===== src/rtl/sdram_port_arbiter_pkg.sv =====
// Shared constants for the two-port SDRAM front end: state encoding, port ids
// and data/mask widths.
package sdram_pkg;

    localparam int ADDR_W_DEF = 25;
    localparam int DATA_W     = 32;
    localparam int MASK_W     = 4;

    typedef logic [1:0] state_t;

    localparam state_t ST_IDLE  = 2'd0;
    localparam state_t ST_ISSUE = 2'd1;
    localparam state_t ST_RESP  = 2'd2;

    localparam logic PORT0 = 1'b0;
    localparam logic PORT1 = 1'b1;

endpackage


===== src/rtl/sdram_port_arbiter_arb.sv =====
// Combinational two-request grant: round-robin on last_grant, or port 0 fixed
// priority when PRIO_MODE=1.
module rr_arbiter2
    import sdram_pkg::*;
#(
    parameter int PRIO_MODE = 0
) (
    input  logic req0_i,
    input  logic req1_i,
    input  logic last_grant_i,
    output logic gnt_valid_o,
    output logic gnt_id_o
);

    always_comb begin
        gnt_valid_o = req0_i | req1_i;
        gnt_id_o    = PORT0;
        if (req0_i && req1_i) begin
            gnt_id_o = (PRIO_MODE == 1) ? PORT0 : ~last_grant_i;
        end else if (req1_i) begin
            gnt_id_o = PORT1;
        end
    end

endmodule


===== src/rtl/sdram_port_arbiter.sv =====
// Two-master arbiter in front of the SDRAM controller: registers the winning
// request, holds it until mem_ready, and routes rdata/ready to the granted port.
module sdram_port_arbiter
    import sdram_pkg::*;
#(
    parameter int ADDR_W         = ADDR_W_DEF,
    parameter int PRIO_MODE      = 0,
    parameter int TIMEOUT_CYCLES = 0
) (
    input  logic              clk,
    input  logic              reset,
    input  logic              p0_valid,
    input  logic [ADDR_W-1:0] p0_addr,
    input  logic [DATA_W-1:0] p0_wdata,
    input  logic [MASK_W-1:0] p0_wmask,
    output logic [DATA_W-1:0] p0_rdata,
    output logic              p0_ready,
    input  logic              p1_valid,
    input  logic [ADDR_W-1:0] p1_addr,
    input  logic [DATA_W-1:0] p1_wdata,
    input  logic [MASK_W-1:0] p1_wmask,
    output logic [DATA_W-1:0] p1_rdata,
    output logic              p1_ready,
    output logic              mem_valid,
    output logic [ADDR_W-1:0] mem_addr,
    output logic [DATA_W-1:0] mem_wdata,
    output logic [MASK_W-1:0] mem_wmask,
    input  logic [DATA_W-1:0] mem_rdata,
    input  logic              mem_ready,
    output logic              busy,
    output logic              timeout_err
);

    localparam int CNT_W = (TIMEOUT_CYCLES > 0) ? $clog2(TIMEOUT_CYCLES + 1) : 1;
    localparam logic [CNT_W-1:0] CNT_MAX = CNT_W'(TIMEOUT_CYCLES);

    state_t            state_q, state_d;
    logic              grant_q, grant_d;
    logic              last_grant_q, last_grant_d;
    logic              mem_valid_q, mem_valid_d;
    logic [ADDR_W-1:0] mem_addr_q, mem_addr_d;
    logic [DATA_W-1:0] mem_wdata_q, mem_wdata_d;
    logic [MASK_W-1:0] mem_wmask_q, mem_wmask_d;
    logic [DATA_W-1:0] p0_rdata_q, p0_rdata_d, p1_rdata_q, p1_rdata_d;
    logic              p0_ready_q, p0_ready_d, p1_ready_q, p1_ready_d;
    logic              busy_q, busy_d;
    logic              timeout_q, timeout_d;
    logic [CNT_W-1:0]  wdog_q, wdog_d;
    logic              arb_valid, arb_id;

    rr_arbiter2 #(.PRIO_MODE(PRIO_MODE)) u_arb (
        .req0_i      (p0_valid),
        .req1_i      (p1_valid),
        .last_grant_i(last_grant_q),
        .gnt_valid_o (arb_valid),
        .gnt_id_o    (arb_id)
    );

    always_comb begin
        // NOTE: every _d starts from its _q so no path through the case leaves a latch.
        state_d      = state_q;
        grant_d      = grant_q;
        last_grant_d = last_grant_q;
        mem_valid_d  = mem_valid_q;
        mem_addr_d   = mem_addr_q;
        mem_wdata_d  = mem_wdata_q;
        mem_wmask_d  = mem_wmask_q;
        p0_rdata_d   = p0_rdata_q;
        p1_rdata_d   = p1_rdata_q;
        p0_ready_d   = 1'b0;
        p1_ready_d   = 1'b0;
        timeout_d    = timeout_q;
        wdog_d       = wdog_q;

        case (state_q)
            ST_IDLE: begin
                if (arb_valid) begin
                    grant_d     = arb_id;
                    mem_addr_d  = (arb_id == PORT1) ? p1_addr  : p0_addr;
                    mem_wdata_d = (arb_id == PORT1) ? p1_wdata : p0_wdata;
                    mem_wmask_d = (arb_id == PORT1) ? p1_wmask : p0_wmask;
                    mem_valid_d = 1'b1;
                    wdog_d      = '0;
                    state_d     = ST_ISSUE;
                end
            end
            ST_ISSUE: begin
                // Watchdog only flags; the request keeps waiting for mem_ready.
                if (TIMEOUT_CYCLES > 0) begin
                    if (wdog_q != CNT_MAX) wdog_d = wdog_q + 1'b1;
                    if (wdog_d == CNT_MAX) timeout_d = 1'b1;
                end
                if (mem_ready) begin
                    if (grant_q == PORT1) begin
                        p1_rdata_d = mem_rdata;
                        p1_ready_d = 1'b1;
                    end else begin
                        p0_rdata_d = mem_rdata;
                        p0_ready_d = 1'b1;
                    end
                    mem_valid_d  = 1'b0;
                    last_grant_d = grant_q;
                    state_d      = ST_RESP;
                end
            end
            // The acknowledged master may still hold valid here, so no grant.
            ST_RESP: state_d = ST_IDLE;
            default: state_d = ST_IDLE;
        endcase

        busy_d = (state_d != ST_IDLE);
    end

    always_ff @(posedge clk) begin
        if (reset) begin
            state_q      <= ST_IDLE;
            grant_q      <= PORT0;
            last_grant_q <= PORT1;
            mem_valid_q  <= 1'b0;
            mem_addr_q   <= '0;
            mem_wdata_q  <= '0;
            mem_wmask_q  <= '0;
            p0_rdata_q   <= '0;
            p1_rdata_q   <= '0;
            p0_ready_q   <= 1'b0;
            p1_ready_q   <= 1'b0;
            busy_q       <= 1'b0;
            timeout_q    <= 1'b0;
            wdog_q       <= '0;
        end else begin
            state_q      <= state_d;
            grant_q      <= grant_d;
            last_grant_q <= last_grant_d;
            mem_valid_q  <= mem_valid_d;
            mem_addr_q   <= mem_addr_d;
            mem_wdata_q  <= mem_wdata_d;
            mem_wmask_q  <= mem_wmask_d;
            p0_rdata_q   <= p0_rdata_d;
            p1_rdata_q   <= p1_rdata_d;
            p0_ready_q   <= p0_ready_d;
            p1_ready_q   <= p1_ready_d;
            busy_q       <= busy_d;
            timeout_q    <= timeout_d;
            wdog_q       <= wdog_d;
        end
    end

    assign mem_valid   = mem_valid_q;
    assign mem_addr    = mem_addr_q;
    assign mem_wdata   = mem_wdata_q;
    assign mem_wmask   = mem_wmask_q;
    assign p0_rdata    = p0_rdata_q;
    assign p1_rdata    = p1_rdata_q;
    assign p0_ready    = p0_ready_q;
    assign p1_ready    = p1_ready_q;
    assign busy        = busy_q;
    assign timeout_err = timeout_q;

endmodule


===== config.mk =====
export PLATFORM = sky130hd
export DESIGN_NAME = sdram_port_arbiter
export DESIGN_NICKNAME = d
export VERILOG_FILES = /design/src/rtl/sdram_port_arbiter_pkg.sv /design/src/rtl/sdram_port_arbiter_arb.sv /design/src/rtl/sdram_port_arbiter.sv
export SDC_FILE = /design/constraint.sdc
export NUM_CORES = 1
export LEC_CHECK = 0
export BUFFER_PORTS_ARGS = -buffer_cell sky130_fd_sc_hd__buf_2
export CAP_MARGIN = 20
export CORE_MARGIN = 2
export CORE_UTILIZATION = 49
export CTS_CLUSTER_DIAMETER = 80
export DETAILED_ROUTE_END_ITERATION = 7
export PLACE_DENSITY = 0.86
export SLEW_MARGIN = 5
export SYNTH_ARGS = -nofsm -noshare
export SYNTH_HDL_FRONTEND = slang
export SYNTH_SLANG_ARGS = --single-unit

===== constraint.sdc =====
create_clock -name clk -period 3.5 [get_ports clk]
set_input_delay 0.35 -clock clk [delete_from_list [all_inputs] [get_ports clk]]
set_output_delay 0.35 -clock clk [all_outputs]
set_load 0.02 [all_outputs]

## Word-level counts from Yosys, hierarchy flattened

Cells that the tools add are included.

- Equal/unequal tests: 3
- Muxes and demuxes: 13
- Bitwise gates (word level): 5
- Reductions and logical operators: 10

Operator list:

| operator | count |
|---|---|
| two-way mux 32 bit | 1 |
| two-way mux 25 bit | 1 |
| AND reduction 3 bit | 3 |
| two-way mux 1 bit | 6 |
| two-way mux 2 bit | 2 |
| two-way mux 4 bit | 1 |
| inequality test 2 bit, second input constant | 2 |
| NOT 1 bit | 4 |
| case mux 2 bit (2 select lines) | 1 |
| AND reduction 2 bit | 2 |
| nonzero test 2 bit | 2 |
| OR reduction 3 bit | 1 |
| equality test 2 x 1 -> 1 bit, second input constant | 1 |
| logical NOT 2 bit | 1 |
| case mux 1 bit (2 select lines) | 1 |
| logical AND 1 bit | 1 |
| OR 1 bit | 1 |

- Flip-flop bits (word level): 133
- Input bits: 159
- Output and inout port bits: 130
- Logic and storage cells: 43

## Longest topological paths before layout

Gate-level depths: netlist (run 1).

- Depth after elaboration: 4
- Depth in mapped cells: 6
- Depth with buffers taken out: 3

## By module

From an unflattened synthesis (run 1), not the netlist that was laid out.

- Cells, all modules: 451
- Area total of the unflattened synthesis: 5,353.9 µm²

By module, submodules not included:

| module | instances | cells an instance | area an instance (µm²) | seq. area each (µm²) |
|---|---|---|---|---|
| sdram_port_arbiter | 1 | 449 | 5,340.1 | 2,662.6 |
| rr_arbiter2 | 1 | 2 | 13.8 | 0.0 |

## Least setup slack after synthesis (run 1)

Ideal clock, no wire load.

- Path type: in2reg
- Start: in p1_valid
- End: reg mem_addr_q[0] (netlist: mem_addr[0])
- Setup time: 89 ps
- Arrival time: 1,201 ps
- Required time: 3,411 ps
- Setup slack: 2,210 ps
- Stages on the path: 5
- Buffers on the path: 2
- Cell sequence: or2_1 > and2_1 > buf_4 > buf_6 > a311oi_2

- Cells in the longest elaborated chain, start to end: 3
- Elaborated cells on any way between the ends: 6
- Those cells by class: mux (3); bitwise (1); reduce/logical (2)

RTL lines:

| element | line | source |
|---|---|---|
| start: declaration | sdram_port_arbiter.sv:18 | `input logic p1_valid,` |
| two-way mux 1 bit / logical AND 1 bit (equally long branches) | sdram_port_arbiter_arb.sv:20, sdram_port_arbiter_arb.sv:18 |  |
| two-way mux 1 bit | sdram_port_arbiter_arb.sv:18 | `if (req0_i && req1_i) begin` |
| two-way mux 25 bit | sdram_port_arbiter.sv:79 | `mem_addr_d = (arb_id == PORT1) ? p1_addr : p0_addr;` |
| end signal: assignment | sdram_port_arbiter.sv:135 | `mem_addr_q <= mem_addr_d;` |
| end: declaration | sdram_port_arbiter.sv:41 | `logic [ADDR_W-1:0] mem_addr_q, mem_addr_d;` |

Several ways; a longest one is shown, not always the timed one.
A chain may end at the register's enable or synchronous reset.

## Worst setup path after layout (run 1)

- Start: reg state_q[0]
- End: reg p1_rdata_q[23] (netlist: p1_rdata[23])

- Cells in the longest elaborated chain, start to end: 2

RTL lines:

| element | line | source |
|---|---|---|
| start: declaration | sdram_port_arbiter.sv:37 | `state_t state_q, state_d;` |
| start signal: assignment | sdram_port_arbiter.sv:131 | `state_q <= state_d;` |
| equality test 2 x 1 -> 1 bit | sdram_port_arbiter.sv:75 | `case (state_q)` |
| AND reduction 3 bit (no source line) | - |  |
| end signal: assignment | sdram_port_arbiter.sv:139 | `p1_rdata_q <= p1_rdata_d;` |
| end: declaration | sdram_port_arbiter.sv:44 | `logic [DATA_W-1:0] p0_rdata_q, p0_rdata_d, p1_rdata_q, p1_rdata_d;` |

Every way passes these cells.

==> results of run 1 <==
-- path summary, 6_finish.rpt --
path | startpoint | end | slack [ps] | depth (start not counted)
hold / removal | mem_rdata[24] | p0_rdata[24] | 180 | 3
setup reg to reg | state_q[0] | p1_rdata[23] | 1550 | 4
hold reg to reg | p1_rdata[19] | p1_rdata[19] | 450 | 2
setup / recovery | state_q[0] | p1_rdata[23] | 1550 | 4
-- layout make-up --
class | count | area [um^2] | area share [%]
antenna | 3 | 7.51 | 0.0971
clock buffer | 20 | 467 | 6.04
clock inverter | 12 | 223 | 2.88
multi-input combinational | 462 | 2660 | 34.4
sequential | 133 | 2660 | 34.4
tap | 143 | 179 | 2.31
timing repair buffer | 298 | 1530 | 19.8
-- report_power, final --
part	internal, uW	switching (uW)
Combinational	288	488
Clock	1390	668
Sequential	1630	59.8
Total	3310	1220
-- synth_stat cells, types with 2 or more instances --
| library cell | number |
|---|---|
| buf_1 | 3 |
| a311oi_2 | 60 |
| nand2_1 | 253 |
| buf_2 | 39 |
| nor2_1 | 5 |
| a21oi_1 | 129 |
| clkbuf_1 | 14 |
| a21bo_2 | 2 |
| dfxtp_1 | 133 |
| buf_6 | 6 |
| buf_4 | 4 |
-- logic make-up after synthesis --
| logic type | after synthesis | synth area share, % |
|---|---|---|
| AOI/OAI and AO/OA | 194 | 28.2 |
| and+or+nand+nor | 267 | 18.5 |
| other | 1 | 0.0662 |
| DFF | 133 | 47.0 |
| buffers and inverters | 66 | 6.30 |
-- metal layers --
| layer | part of all wire, % | wire length (um) | vias up | global-route usage (%) |
|---|---|---|---|---|
| met5 | 0 | 0 | - | 0 |
| met2 | 51 | 8750 | 279 | 46.3 |
| li1 | - | - | 2767 | - |
| met3 | 8.2 | 1400 | 47 | 7.89 |
| met1 | 38 | 6480 | 2733 | 29.7 |
| met4 | 2.9 | 504 | 0 | 12.9 |
-- worst max-delay path: cells and delay by family (launching register included) --
kind	cells	cell delay [ps]
buffers and inverters	1	290
AO/OA/AOI/OAI	1	140
AND/OR/NAND/NOR	2	920
flip-flops	1	500
-- flip-flops by register name (all words and copies together) (netlist names) --
name and cells:
mem_wmask 4, last_grant_q 1, mem_addr 25, p1_rdata 32, busy 1, p1_ready 1
state_q 2, mem_valid 1, p0_ready 1, mem_wdata 32, p0_rdata 32, grant_q 1
-- metrics by stage --
stage	hold slack (ps)	cells	instance area (um^2)	worst slack (ps)	util (%)
floorplan	483	661	5660	2210	-
global placement	439	1036	7040	1680	61.9
detailed placement	444	1036	7040	1600	61.9
CTS	168	1068	7720	1560	67.9
global route	182	1069	7730	1440	68.0
finish	178	1071	7730	1550	68.0
==> impl_metrics.tcl, run 1 <==
set metrics [dict create \
    status "finished, final reports clean" \
    drt_iter0_markers 526 \
    cts.clk_slew.worst_paths_ps 60 \
    layout-drive-gt1-share_pct 43.0 \
    drt_wl_total_mm 17.1 \
    cellPowerDensity_nw_per_um2 585 \
    finalSetupViolCount 0 \
    cts_hold_buffers 0 \
    synth_nets 820 \
    cp_data_required_time_ps 3830 \
    synth_flop_cell "dfxtp_1" \
    fmax_ghz 0.513 \
    synth_top_area_share_pct 47.0 \
    synth_edf_count 0 \
    rsz0062_at_grt "false" \
    cp_slowest_cell "and4b_1" \
    critPathLaunchType "flip-flop" \
    gp_congestion 0.827 \
    cpPeakStageDelay_ps 860 \
    peakVddDrop_v 0.000395 \
    clock-sinks 133 \
    crit_type "flip-flop to flip-flop" \
    vias_per_cell 5.44 \
    die_h_um 111 \
    cts_resized 0 \
    start_util_pct 49.8 \
    drc 0 \
    fin_skew_ps 11.6 \
    grt_max_degree 66 \
    final_common_cell "buf_2" \
    tns_ps 0 \
    htreeDepth 4 \
    layout_common_cells "buf_2, nand2_1, dfxtp_1" \
    maxCapViolCount 0 \
    crit_path_end_kind "flip-flop" \
    syn_avg_cell_area_um2 8.57 \
    dieArea_um2 12400 \
    ys.warnings.count 0 \
    syn2layout_area_growth_pct 36.6 \
    async_reset_ff_share_pct 0 \
    worst_slew_pin_slew_ps 993 \
    synth_cells 661 \
    vias 5826 \
    antenna_found_initial 3 \
    cts_tree "yes" \
    wire_per_inst_um 16.0 \
    leakagePower_uw 0.00348 \
    cts_root_buf "clkbuf_16" \
    path_cells "and4b_1 -> buf_4 -> nand2_1 -> a21oi_1" \
    gr-total-overflow 0 \
    cp.arrival_ps 2280 \
    io_buffers 287 \
    slew_headroom_pct 33.8 \
    grtUsageTotal_pct 26.6 \
    clk_path_buf_depth 2 \
    drv_slew 0 \
    synthTopCellsByArea "dfxtp_1, nand2_1, a311oi_2" \
    grt_pass1_wl_mm 26.9 \
    fillers 872 \
    first_pass_iters 4 \
    ys_seq_area_share_pct 47.0 \
    fin_crit_sh_pct 55.7 \
    synth_top_area_cell "dfxtp_1" \
    final_nets 1071 \
    core_um2 11400 \
    insertion_delay_ps 420 \
    grt_pass1_vias 5550 \
    die_w_um 111 \
    final_antenna_net_count 0 \
    syn_area_um2 5660 \
    dp_hpwl_mm 11.5 \
    cts-buffers-inserted 17 \
    yosysUniqueCellTypes 24 \
    hold_viol 0 \
    crit_fanout 23 \
    rows 39 \
    p_total_uw 4520 \
    io-pin-count 289 \
    fin_crit_ps 1950 \
    ys_ff_latch 133 \
    hp-class "primary input to flip-flop" \
    post-cts-setup-buffers 0 \
]
Power figures use the tool's default switching activity.
==> inputs of run 2 (changes only) <==
--- a/config.mk
+++ b/config.mk
@@ -8,10 +8,10 @@
 export BUFFER_PORTS_ARGS = -buffer_cell sky130_fd_sc_hd__buf_2
 export CAP_MARGIN = 20
 export CORE_MARGIN = 2
-export CORE_UTILIZATION = 49
+export CORE_UTILIZATION = 46
 export CTS_CLUSTER_DIAMETER = 80
 export DETAILED_ROUTE_END_ITERATION = 7
-export PLACE_DENSITY = 0.86
+export PLACE_DENSITY = 0.82
 export SLEW_MARGIN = 5
 export SYNTH_ARGS = -nofsm -noshare
 export SYNTH_HDL_FRONTEND = slang
==> constraint.sdc (replaced) <==
create_clock -name clk -period 1.89 [get_ports clk]
set_input_delay 0.189 -clock clk [delete_from_list [all_inputs] [get_ports clk]]
set_output_delay 0.189 -clock clk [all_outputs]
set_load 0.02 [all_outputs]
==> run 2 against run 1 <==
  * Register-to-register slack lost 1400 ps
  * Cell count is 0.37% higher
  * Hold slack worse by 150 ps
  * Clock skew is 1.6 ps lower
  * Non-clock buffer count is 1 higher
  * Total power is 81% higher
  * Sequential power grew 86%
  * Clock power increased by 75%
  * Utilization down 3.6 points
  * Worst setup slack worse by 1400 ps
  * Critical endpoint is now mem_addr[1]
  * Largest power group unchanged
==> impl_metrics.tcl, run 2 (synthesis gave the netlist of run 1 again) <==
set metrics [dict create \
    status "finished, final reports clean" \
    fin_area_um2 7740 \
    final_common_cell "buf_2" \
    tns_ps 0 \
    cp_data_required_time_ps 2120 \
    cts.clk_slew.worst_paths_ps 60 \
    worstRegToRegCells 3 \
    worst_slew_pin_slew_ps 1010 \
    peakVddDrop_v 0.000491 \
    cts_root_buf "clkbuf_16" \
    slew_headroom_pct 32.5 \
    htreeDepth 4 \
    layout-drive-gt1-share_pct 43.0 \
    reg2reg_to "mem_addr[1]" \
    leakagePower_uw 0.00348 \
    die_h_um 115 \
    finalSetupViolCount 0 \
    gr-total-overflow 0 \
    drv_slew 0 \
    fmax_ghz 0.576 \
    antenna_found_initial 2 \
    clk_path_buf_depth 2 \
    final_antenna_net_count 0 \
    hold_viol 0 \
    hp-class "primary input to flip-flop" \
    io-pin-count 289 \
    post-cts-setup-buffers 0 \
    final_nets 1072 \
    dieArea_um2 13200 \
    cts_tree "yes" \
    layout_common_cells "buf_2, nand2_1, dfxtp_1" \
    die_w_um 115 \
    fin_skew_ps 10.0 \
    critPathLaunchType "flip-flop" \
    grt_max_degree 66 \
    cp-endpoint "mem_addr[1]" \
    cts_hold_buffers 0 \
    cts_resized 0 \
    first_pass_iters 6 \
    vias_per_cell 5.28 \
    fin_crit_ps 1740 \
    vias 5676 \
    cp-startpoint "state_q[0]" \
    grt_pass1_wl_mm 25.4 \
    io_buffers 287 \
    r2r-start "state_q[0]" \
    drc 0 \
    maxCapViolCount 0 \
    gp_congestion 0.773 \
    cts-buffers-inserted 17 \
    crit_type "flip-flop to flip-flop" \
    rows 40 \
    crit_fanout 61 \
    r2r_slack_ps 150 \
    grtUsageTotal_pct 24.1 \
    drt_iter0_markers 520 \
    place_area_um2 7090 \
    syn2layout_area_growth_pct 36.7 \
    crit_path_end_kind "flip-flop" \
    clock-sinks 133 \
    fin_crit_sh_pct 91.9 \
    grt_pass1_vias 5238 \
    cp.arrival_ps 1970 \
    core_um2 12000 \
    drt_wl_total_mm 16.6 \
    start_util_pct 47.1 \
    wire_per_inst_um 15.4 \
    insertion_delay_ps 410 \
    dp_hpwl_mm 11.1 \
    cellPowerDensity_nw_per_um2 1060 \
    rsz0062_at_grt "false" \
]
-- run 2: changes by cell type in the layout (fill, tap and decap cells not counted), sizes merged --
cell | previous run | this run
buf | 298 | 299
clkbuf | 20 | 19
clkinv | 3 | 6
bufinv | 6 | 5
diode | 3 | 2
clkinvlp | 2 | 1
-- run 2: layout make-up --
class / count / area, um^2
well taps: 147 / 184
diodes: 2 / 5.00
clock inverters: 13 / 204
repair buffers: 299 / 1580
clock buffers: 19 / 443
flip-flops and latches: 133 / 2660
multi-input cells: 462 / 2660
fillers: 1004 / 4270
-- run 2: metrics by stage --
step                      hold WS (ps)  util (%)  setup WS (ps)  total power [uW]  std cells
after global placement             439      59.0            192              4600       1041
final                             32.5      64.4            153              8160       1075
after detailed placement           444      59.0            133              4620       1041
after floorplan                    325         -            669              4140        661
after global routing              28.1      64.4           45.5              8490       1075
after CTS                         21.4      64.4            128              8220       1073
-- run 2: power by group --
part	internal [uW]	switching, uW
sequential	3010	109
clock	2380	1220
combinational	546	902
total	5930	2230
-- run 2: how the worst min path moves through the flow --
stage	startpoint	depth (start not counted)	endpoint	slack [ps]
floorplan	mem_rdata[10]	2	p0_rdata[10]	330
global placement	p1_rdata[20]	2	p1_rdata[20]	440
detailed placement	p1_rdata[8]	2	p1_rdata[8]	440
CTS	mem_rdata[31]	3	p0_rdata[31]	20
global route	mem_rdata[18]	3	p1_rdata[18]	30
finish	mem_rdata[30]	3	p0_rdata[30]	30
-- run 2: per-layer routing --
| layer | vias to the layer above | track usage, % | share of wire [%] |
|---|---|---|---|
| li1 | 2783 | - | - |
| met3 | 36 | 6.64 | 7.7 |
| met1 | 2622 | 29.1 | 42 |
| met4 | 0 | 10.2 | 2.6 |
| met5 | - | 0 | 0 |
| met2 | 235 | 40.3 | 48 |
-- run 2: worst max-delay path, stage by stage, from the launching register on --
cell and delay (ps):
dfxtp_1 380, nor2_4 110, and2_4 810, a311oi_2 220
